==> src/rtl/dice_roll_ctrl.sv <==
// N-die roller: debounced roll button, LFSR seeded from a free-running counter on the first press,
// timed shuffle animation with per-die hold, then a one-cycle done pulse with the registered dice sum.
module dice_roll_ctrl #(
    parameter int N_DICE          = 4,
    parameter int SIDES           = 6,
    parameter int DEBOUNCE_CYCLES = 1_000_000,
    parameter int ROLL_CYCLES     = 50_000_000,
    parameter int SHUFFLE_DIV     = 5_000_000,
    localparam int SUM_W          = $clog2(N_DICE*SIDES+1)
) (
    input  logic                  clk,
    input  logic                  rst,
    input  logic                  btn_roll,
    input  logic [N_DICE-1:0]     hold,
    output logic [4*N_DICE-1:0]   dice_vals,
    output logic [SUM_W-1:0]      sum,
    output logic                  rolling,
    output logic                  done,
    output logic                  seeded
);

    localparam int DB_W = $clog2(DEBOUNCE_CYCLES + 1);
    localparam int RC_W = $clog2(ROLL_CYCLES + 1);
    localparam int SD_W = $clog2(SHUFFLE_DIV + 1);
    localparam logic [15:0] LFSR_INIT = 16'hACE1;

    typedef enum logic [1:0] {
        IDLE,
        ROLL,
        SETTLE
    } state_e;

    state_e state_q, state_d;

    logic                sync1_q, sync2_q;
    logic                db_q, db_d, dbPrev_q;
    logic [DB_W-1:0]     dbCnt_q, dbCnt_d;
    logic                press;

    logic [15:0]         freeCnt_q, freeCnt_d;
    logic [15:0]         lfsr_q, lfsr_d;
    logic [15:0]         lfsrStep, seedVal;
    logic                seeded_q, seeded_d;

    logic [RC_W-1:0]     rollCnt_q, rollCnt_d;
    logic [SD_W-1:0]     shufCnt_q, shufCnt_d;
    logic                lastRoll, shufTick;

    logic [4*N_DICE-1:0] dice_q, dice_d;
    logic [SUM_W-1:0]    sum_q, sum_d;
    logic [SUM_W-1:0]    diceSum;
    logic                done_q, done_d;
    logic [3:0]          face [N_DICE];

    // Face for die idx: low byte of the LFSR rotated left by 3*idx, folded into 1..SIDES.
    function automatic logic [3:0] faceOf(input logic [15:0] l, input int idx);
        logic [31:0] dbl;
        logic [7:0]  s;
        logic [7:0]  m;
        dbl = {l, l} << (3 * idx);
        s   = dbl[23:16];
        m   = s % 8'(SIDES);
        return 4'(m + 8'd1);
    endfunction

    // The raw button is asynchronous, so it passes through two flops before the debouncer sees it.
    always_ff @(posedge clk or negedge rst) begin
        if (!rst) begin
            sync1_q  <= 1'b0;
            sync2_q  <= 1'b0;
            db_q     <= 1'b0;
            dbPrev_q <= 1'b0;
            dbCnt_q  <= '0;
        end else begin
            sync1_q  <= btn_roll;
            sync2_q  <= sync1_q;
            db_q     <= db_d;
            dbPrev_q <= db_q;
            dbCnt_q  <= dbCnt_d;
        end
    end

    always_comb begin
        db_d    = db_q;
        dbCnt_d = '0;
        if (sync2_q != db_q) begin
            if (dbCnt_q == DB_W'(DEBOUNCE_CYCLES - 1)) begin
                db_d = ~db_q;
            end else begin
                dbCnt_d = dbCnt_q + DB_W'(1);
            end
        end
    end

    assign press = db_q & ~dbPrev_q;

    // A zero seed would lock the LFSR, so that one case falls back to the reset pattern.
    always_comb begin
        lfsrStep  = {lfsr_q[14:0], lfsr_q[15] ^ lfsr_q[13] ^ lfsr_q[12] ^ lfsr_q[10]};
        seedVal   = freeCnt_q ^ LFSR_INIT;
        if (seedVal == 16'h0000) begin
            seedVal = LFSR_INIT;
        end
        freeCnt_d = freeCnt_q + 16'd1;
        seeded_d  = seeded_q;
        lfsr_d    = lfsrStep;
        if (press && !seeded_q) begin
            lfsr_d   = seedVal;
            seeded_d = 1'b1;
        end
    end

    always_comb begin
        for (int i = 0; i < N_DICE; i++) begin
            face[i] = faceOf(lfsr_q, i);
        end
    end

    always_comb begin
        diceSum = '0;
        for (int i = 0; i < N_DICE; i++) begin
            diceSum = diceSum + SUM_W'(dice_q[4*i +: 4]);
        end
    end

    assign lastRoll = (rollCnt_q == RC_W'(ROLL_CYCLES - 1));
    assign shufTick = (shufCnt_q == SD_W'(SHUFFLE_DIV - 1));

    always_ff @(posedge clk or negedge rst) begin
        if (!rst) begin
            state_q <= IDLE;
        end else begin
            state_q <= state_d;
        end
    end

    // A press landing on the done cycle is dropped so back-to-back rolls always show done.
    always_comb begin
        state_d = state_q;
        case (state_q)
            IDLE:    if (press && !done_q) state_d = ROLL;
            ROLL:    if (lastRoll)         state_d = SETTLE;
            SETTLE:                        state_d = IDLE;
            default:                       state_d = IDLE;
        endcase
    end

    always_comb begin
        rolling = (state_q == ROLL);
    end

    always_comb begin
        rollCnt_d = rollCnt_q;
        shufCnt_d = shufCnt_q;
        dice_d    = dice_q;
        sum_d     = sum_q;
        done_d    = 1'b0;
        case (state_q)
            IDLE: begin
                if (state_d == ROLL) begin
                    rollCnt_d = '0;
                    shufCnt_d = '0;
                end
            end
            ROLL: begin
                rollCnt_d = rollCnt_q + RC_W'(1);
                shufCnt_d = shufTick ? '0 : shufCnt_q + SD_W'(1);
                if (shufTick) begin
                    for (int i = 0; i < N_DICE; i++) begin
                        if (!hold[i]) begin
                            dice_d[4*i +: 4] = face[i];
                        end
                    end
                end
            end
            SETTLE: begin
                sum_d  = diceSum;
                done_d = 1'b1;
            end
            default: ;
        endcase
    end

    always_ff @(posedge clk or negedge rst) begin
        if (!rst) begin
            freeCnt_q <= '0;
            lfsr_q    <= LFSR_INIT;
            seeded_q  <= 1'b0;
            rollCnt_q <= '0;
            shufCnt_q <= '0;
            dice_q    <= '0;
            sum_q     <= '0;
            done_q    <= 1'b0;
        end else begin
            freeCnt_q <= freeCnt_d;
            lfsr_q    <= lfsr_d;
            seeded_q  <= seeded_d;
            rollCnt_q <= rollCnt_d;
            shufCnt_q <= shufCnt_d;
            dice_q    <= dice_d;
            sum_q     <= sum_d;
            done_q    <= done_d;
        end
    end

    assign dice_vals = dice_q;
    assign sum       = sum_q;
    assign done      = done_q;
    assign seeded    = seeded_q;

endmodule
==> config.mk <==
export PLATFORM = sky130hd
export DESIGN_NAME = dice_roll_ctrl
export DESIGN_NICKNAME = d
export VERILOG_FILES = /design/src/rtl/dice_roll_ctrl.sv
export SDC_FILE = /design/constraint.sdc
export NUM_CORES = 1
export LEC_CHECK = 0
export ABC_AREA = 1
export BUFFER_PORTS_ARGS = -buffer_cell sky130_fd_sc_hd__buf_2
export CAP_MARGIN = 5
export CORE_ASPECT_RATIO = 0.5
export CORE_MARGIN = 10
export CORE_UTILIZATION = 60
export CTS_CLUSTER_DIAMETER = 80
export DETAILED_ROUTE_END_ITERATION = 8
export PLACE_DENSITY_LB_ADDON = 0.1
export SYNTH_ARGS = -nofsm -noshare
export SYNTH_HDL_FRONTEND = slang
export SYNTH_SLANG_ARGS = --single-unit
==> constraint.sdc <==
create_clock -name clk -period 4.1 [get_ports clk]
set_input_delay 0.205 -clock clk [delete_from_list [all_inputs] [get_ports clk]]
set_output_delay 0.205 -clock clk [all_outputs]
set_load 0.05 [all_outputs]
**After elaboration in Yosys (flattened, before gate mapping)**

Index checks and enable logic that the tools add are counted.

- Word-level logic and storage cells: 77
- Register bits: 130

- Div/mod/pow operators: 4
- Reduce and logical (&&, ||, !) cells: 13
- Add/subtract/negate cells: 11
- Equality and inequality tests: 8
- Bitwise operators: 11
- Muxes and demuxes: 13

Operators with widths:

| kind | number |
|---|---|
| $pmux W26 S2 | 1 |
| $mux W23 | 2 |
| $pmux W23 S2 | 1 |
| $mux W20 | 2 |
| $mod A8 B3 Y8 const B | 4 |
| $mux W16 | 2 |
| $add A26 B1 Y26 const B | 1 |
| $eq A26 B26 Y1 const B | 1 |
| $mux W26 | 1 |
| $add A23 B1 Y23 const B | 1 |
| $eq A23 B23 Y1 const B | 1 |
| $add A20 B1 Y20 const B | 1 |
| $eq A20 B20 Y1 const B | 1 |
| $add A16 B1 Y16 const B | 1 |
| $add A4 B1 Y4 const B | 4 |
| $logic_not A16 Y1 | 1 |
| $reduce_and A3 Y1 | 4 |
| $add A5 B4 Y5 | 2 |
| $not A8 Y8 | 1 |
| $not A1 Y1 | 6 |
| $add A4 B4 Y5 | 1 |
| $eq A2 B1 Y1 const B | 2 |
| $mux W2 | 2 |
| $pmux W2 S2 | 1 |
| 11 further kinds | 16 |

**Depth between registers and ports, before layout**

- Depth after elaboration: 8
- Depth in mapped cells: 23
- Gate-level depth less buffers: 22

**Worst setup path after synthesis**

No wires, ideal clock.

- Path type: reg-to-reg
- Start: reg dice_q[3], in the netlist dice_vals[3]
- End: reg sum_q[4], in the netlist sum[4]
- Period minus slack after synthesis: 2.632 ns
- Path buffers: 0
- Slack: 1.468 ns
- Setup time: 0.131 ns
- Data arrival time: 2.501 ns
- Cell stages (with the launch flop): 10
- Data required time: 3.969 ns
- Cells stage by stage: dfrtp_1 > inv_1 > fa_1 > inv_1 > fa_1 > ha_1 > a21oi_1 > nand2_1 > xnor2_1 > o21ai_0

- Word-level cells in the longest chain between the ends: 3

RTL lines:

| what | RTL line | text |
|---|---|---|
| start: declaration | 49 | `logic [4*N_DICE-1:0] dice_q, dice_d;` |
| start signal: assignment | 200 | `dice_q <= dice_d;` |
| $add A4 B4 Y5 | 122 | `diceSum = diceSum + SUM_W'(dice_q[4*i +: 4]);` |
| $add A5 B4 Y5 (2 in series) | 122 |  |
| end signal: assignment | 201 | `sum_q <= sum_d;` |
| end: declaration | 50 | `logic [SUM_W-1:0] sum_q, sum_d;` |

No other way between the ends.
A chain may end at the register's enable or synchronous reset.

**Worst setup path in the final report**

- Start: reg db_q
- End: reg rollCnt_q[23]

- Word-level cells in the longest chain between the ends: 7

RTL lines:

| what | RTL line | text |
|---|---|---|
| start: declaration | 36 | `logic db_q, db_d, dbPrev_q;` |
| start signal: assignment | 71 | `db_q <= 1'b0;` |
| start signal: assignment | 77 | `db_q <= db_d;` |
| $and A1 B1 Y1 | 95 | `assign press = db_q & ~dbPrev_q;` |
| $logic_and A1 B1 Y1 | 141 | `IDLE: if (press && !done_q) state_d = ROLL;` |
| $mux W2 | 141 |  |
| $pmux W2 S2 | 140 | `case (state_q)` |
| $eq A2 B1 Y1 | 160 | `if (state_d == ROLL) begin` |
| $ne A2 B2 Y1 (no source line) | - |  |
| $reduce_and A2 Y1 (no source line) | - |  |
| end signal: assignment | 198 | `rollCnt_q <= rollCnt_d;` |
| end: declaration | 45 | `logic [RC_W-1:0] rollCnt_q, rollCnt_d;` |

No other way between the ends.

==> flow_summary.toml <==
[hold_path]
hp-class = "input port to flip-flop"

[synthesis]
synth_seq_cells = 130
syn_inst = 924
ys.flop_type = "dfrtp_1"
ys_seq_area_frac = 0.441
yosys_warnings = 0
netlist.area_leader.share = 0.413
synth.largest_area_cell = "dfrtp_1"
yosysMostFrequentCell = "nand2_1"
syn_area_sq_um = 7400
syn_avg_cell_area_sq_um = 8.01
synthesis.nets = 956
ys_top_cells_by_area = "dfrtp_1, nand2_1, inv_1, nand3_1, nor3_1"
ys_types = 52
async_reset_ff_frac = 1.00
synth_common_cells = "nand2_1, inv_1, dfrtp_1, nor2_1, nand3_1"
synth_edf_count = 0

[setup_path]
crit_end = "rollCnt_q[23]$_DFFE_PN0P_"
reg2regPathDepth = 15
cp.required_ps = 4440
critPathMaxFanout = 20
r2r_end = "rollCnt_q[23]$_DFFE_PN0P_"
cp-start-kind = "flip-flop"
r2r_slack_ps = 990
critPathSlowestCell = "nand2_2"
cp_cell_sequence = "inv_1 > nor2_1 > nand2_1 > nand2_2 > and3_4 > nand3_4 > nor2_4 > nand2_2 > nor2_2 > nand3_2 > nor3_4 > nand2_2 > o21ai_2 > nand2_1 > nor2_1"
max_stage_delay_ps = 500
startpoint = "db_q$_DFFE_PN0P_"
r2r_start = "db_q$_DFFE_PN0P_"
crit_type = "flip-flop to flip-flop"
critPathMostFrequentCell = "nand2_2"
worstPathArrival_ps = 3450
end_kind = "flip-flop"

[final_layout]
multi_input_area_sq_um = 3540
fillers = 975
register_area_sq_um = 3260
final_cell_count_no_fill = 1142
layout-drive-gt1-share = 0.117
finalNetCount = 996
areaGrowthSynthToFinish_pct = 12.9
n_antenna_cell = 0

[drt]
detail-route-antenna-nets = 0
wl_mm = 16.0
vias = 6185
wl_met1_mm = 7.58
drc = 0
post_drt_wl_per_cell_um = 14.0
drt_first_pass_iters = 6
wl_met3_um = 537
vias_per_cell = 5.42
routed.top_layer = "met4"
drtIter0Drc = 422
wl_met2_mm = 7.77

[power]
p_leak_nw = 3.85
peakVddDrop_mv = 0.236
p_total_w = 0.00293
power_density_nw_per_um2 = 351

[run]
timing.max_cap.violations = 0

[floorplanning]
dieArea_sq_um = 17400
ios = 31
chipWidth_um = 177
fp-row-count = 28
core_area_sq_um = 11900
start_util = 0.619
dieHeight_um = 98.5

[timing]
relSlewSlack = 0.426
post-route-period-util = 0.758
min_period_ps = 3110
rsz0062_at_grt = "false"
tightestPinTransition_ps = 858
hold_violations = 0
setup_tns_ps = 0
timing.fmax_mhz = 322
drv_slew = 0
setup_violations = 0
fin_skew_ps = 8.67

[clock_tree]
numCtsBuffers = 17
cts_max_level = 4
clockBufferDepth = 2
cts.sinks = 130
cts_root_buffer = "clkbuf_16"
cts_tree = "done"
cts_resized = 0
path_clk_slew_ps = 60
insertion_delay_ps = 410

[global_routing]
grt_pass1_vias = 6021
grtUsageTotal = 0.190
grt_remaining_overflow = 0
antenna_found_initial = 0
grt_pass1_wl_mm = 27.9
grt_start_max_net_pins = 108

[place]
routabilityCongestion = 0.866
io_buffers = 30
dp.cells = 1107
hpwl_mm = 11.2

[outcome]
status = "finished clean"
==> timing repair <==
item | CTS | global route
hold endpoints to repair | 24 | 0
buffers inserted | 0 | 0
hold buffers | 2 | 0
==> critical path, delay by kind of cell (launching register included) <==
| family | cells | cell delay, ps |
|---|---|---|
| simple gates | 13 | 2460 |
| flops | 1 | 390 |
| compound gates | 1 | 120 |
| buf+inv | 1 | 60 |
==> cell type report <==
cell class	count	area share
sequential	130	0.391
inverter	141	0.0637
clock buffer	20	0.0547
timing repair buffer	34	0.0237
tap	165	0.0247
clock inverter	12	0.0189
multi-input combinational	640	0.424
==> metal layers <==
metal	up-vias	global-route usage
met2	98	0.318
met4	0	0.0597
met3	16	0.0381
li1	3123	-
met1	2948	0.244
met5	-	0
==> cells by family (layout without fill, tap and decap cells) <==
logic type      Yosys count  after routing  share of synthesized area
simple gates            445            445                      0.287
buf+inv                 154            207                     0.0803
compound gates          138            138                      0.103
flops                   130            130                      0.441
xor+xnor                 31             31                     0.0367
fa+ha+maj                25             25                     0.0504
mux                       1              1                    0.00152
==> flip-flops by register name, summed over array words and instances (netlist names) <==
| name | count |
|---|---|
| dbCnt_q | 20 |
| dbPrev_q | 1 |
| db_q | 1 |
| dice_vals | 16 |
| done | 1 |
| freeCnt_q | 16 |
| lfsr_q | 16 |
| rollCnt_q | 26 |
| seeded | 1 |
| shufCnt_q | 23 |
| state_q | 2 |
| sum | 5 |
| sync1_q | 1 |
| sync2_q | 1 |
==> worst min-delay path by stage <==
stage               slack, ps  startpoint  cells past startpoint                         to
floorplan                 -90         rst                      0       dbCnt_q[0]$_DFF_PN0_
global placement          120         rst                      1  rollCnt_q[14]$_DFFE_PN0P_
detailed placement        130         rst                      1  rollCnt_q[14]$_DFFE_PN0P_
CTS                       100     hold[2]                      4   dice_vals[9]$_DFFE_PN0P_
global route              130     hold[3]                      4  dice_vals[13]$_DFFE_PN0P_
finish                    110     hold[2]                      4   dice_vals[9]$_DFFE_PN0P_
==> report_power, final <==
part / switching, W / total [W] / internal (W) / leakage (nW)
clock: 0.000580 / 0.00157 / 0.000990 / 0.281
combinational: 0.0000470 / 0.0000624 / 0.0000154 / 1.81
sequential: 0.00000569 / 0.00130 / 0.00129 / 1.75
==> stage by stage <==
stage               setup slack (ps)  cell area (sq um)  hold slack, ps  utilization
floorplan                       1470               7400           -90.6            -
global placement                1200               7710             122        0.646
detailed placement              1090               7710             132        0.646
CTS                             1020               8350             101        0.699
global route                     682               8350             133        0.699
finish                           991               8350             110        0.699
==> placed cells by master, fill, tap and decap left out, types with 23 or more instances in the layout <==
| master | synthesis | layout |
|---|---|---|
| nand3_1 | 59 | 59 |
| a21oi_1 | 48 | 48 |
| buf_2 | 2 | 29 |
| nor3_1 | 51 | 51 |
| nand4_1 | 23 | 23 |
| xor2_1 | 24 | 24 |
| nor2_1 | 65 | 65 |
| nand2_1 | 195 | 195 |
| o21ai_0 | 49 | 49 |
| inv_1 | 133 | 133 |
| dfrtp_1 | 122 | 122 |
(Power assumes the default switching activity.)
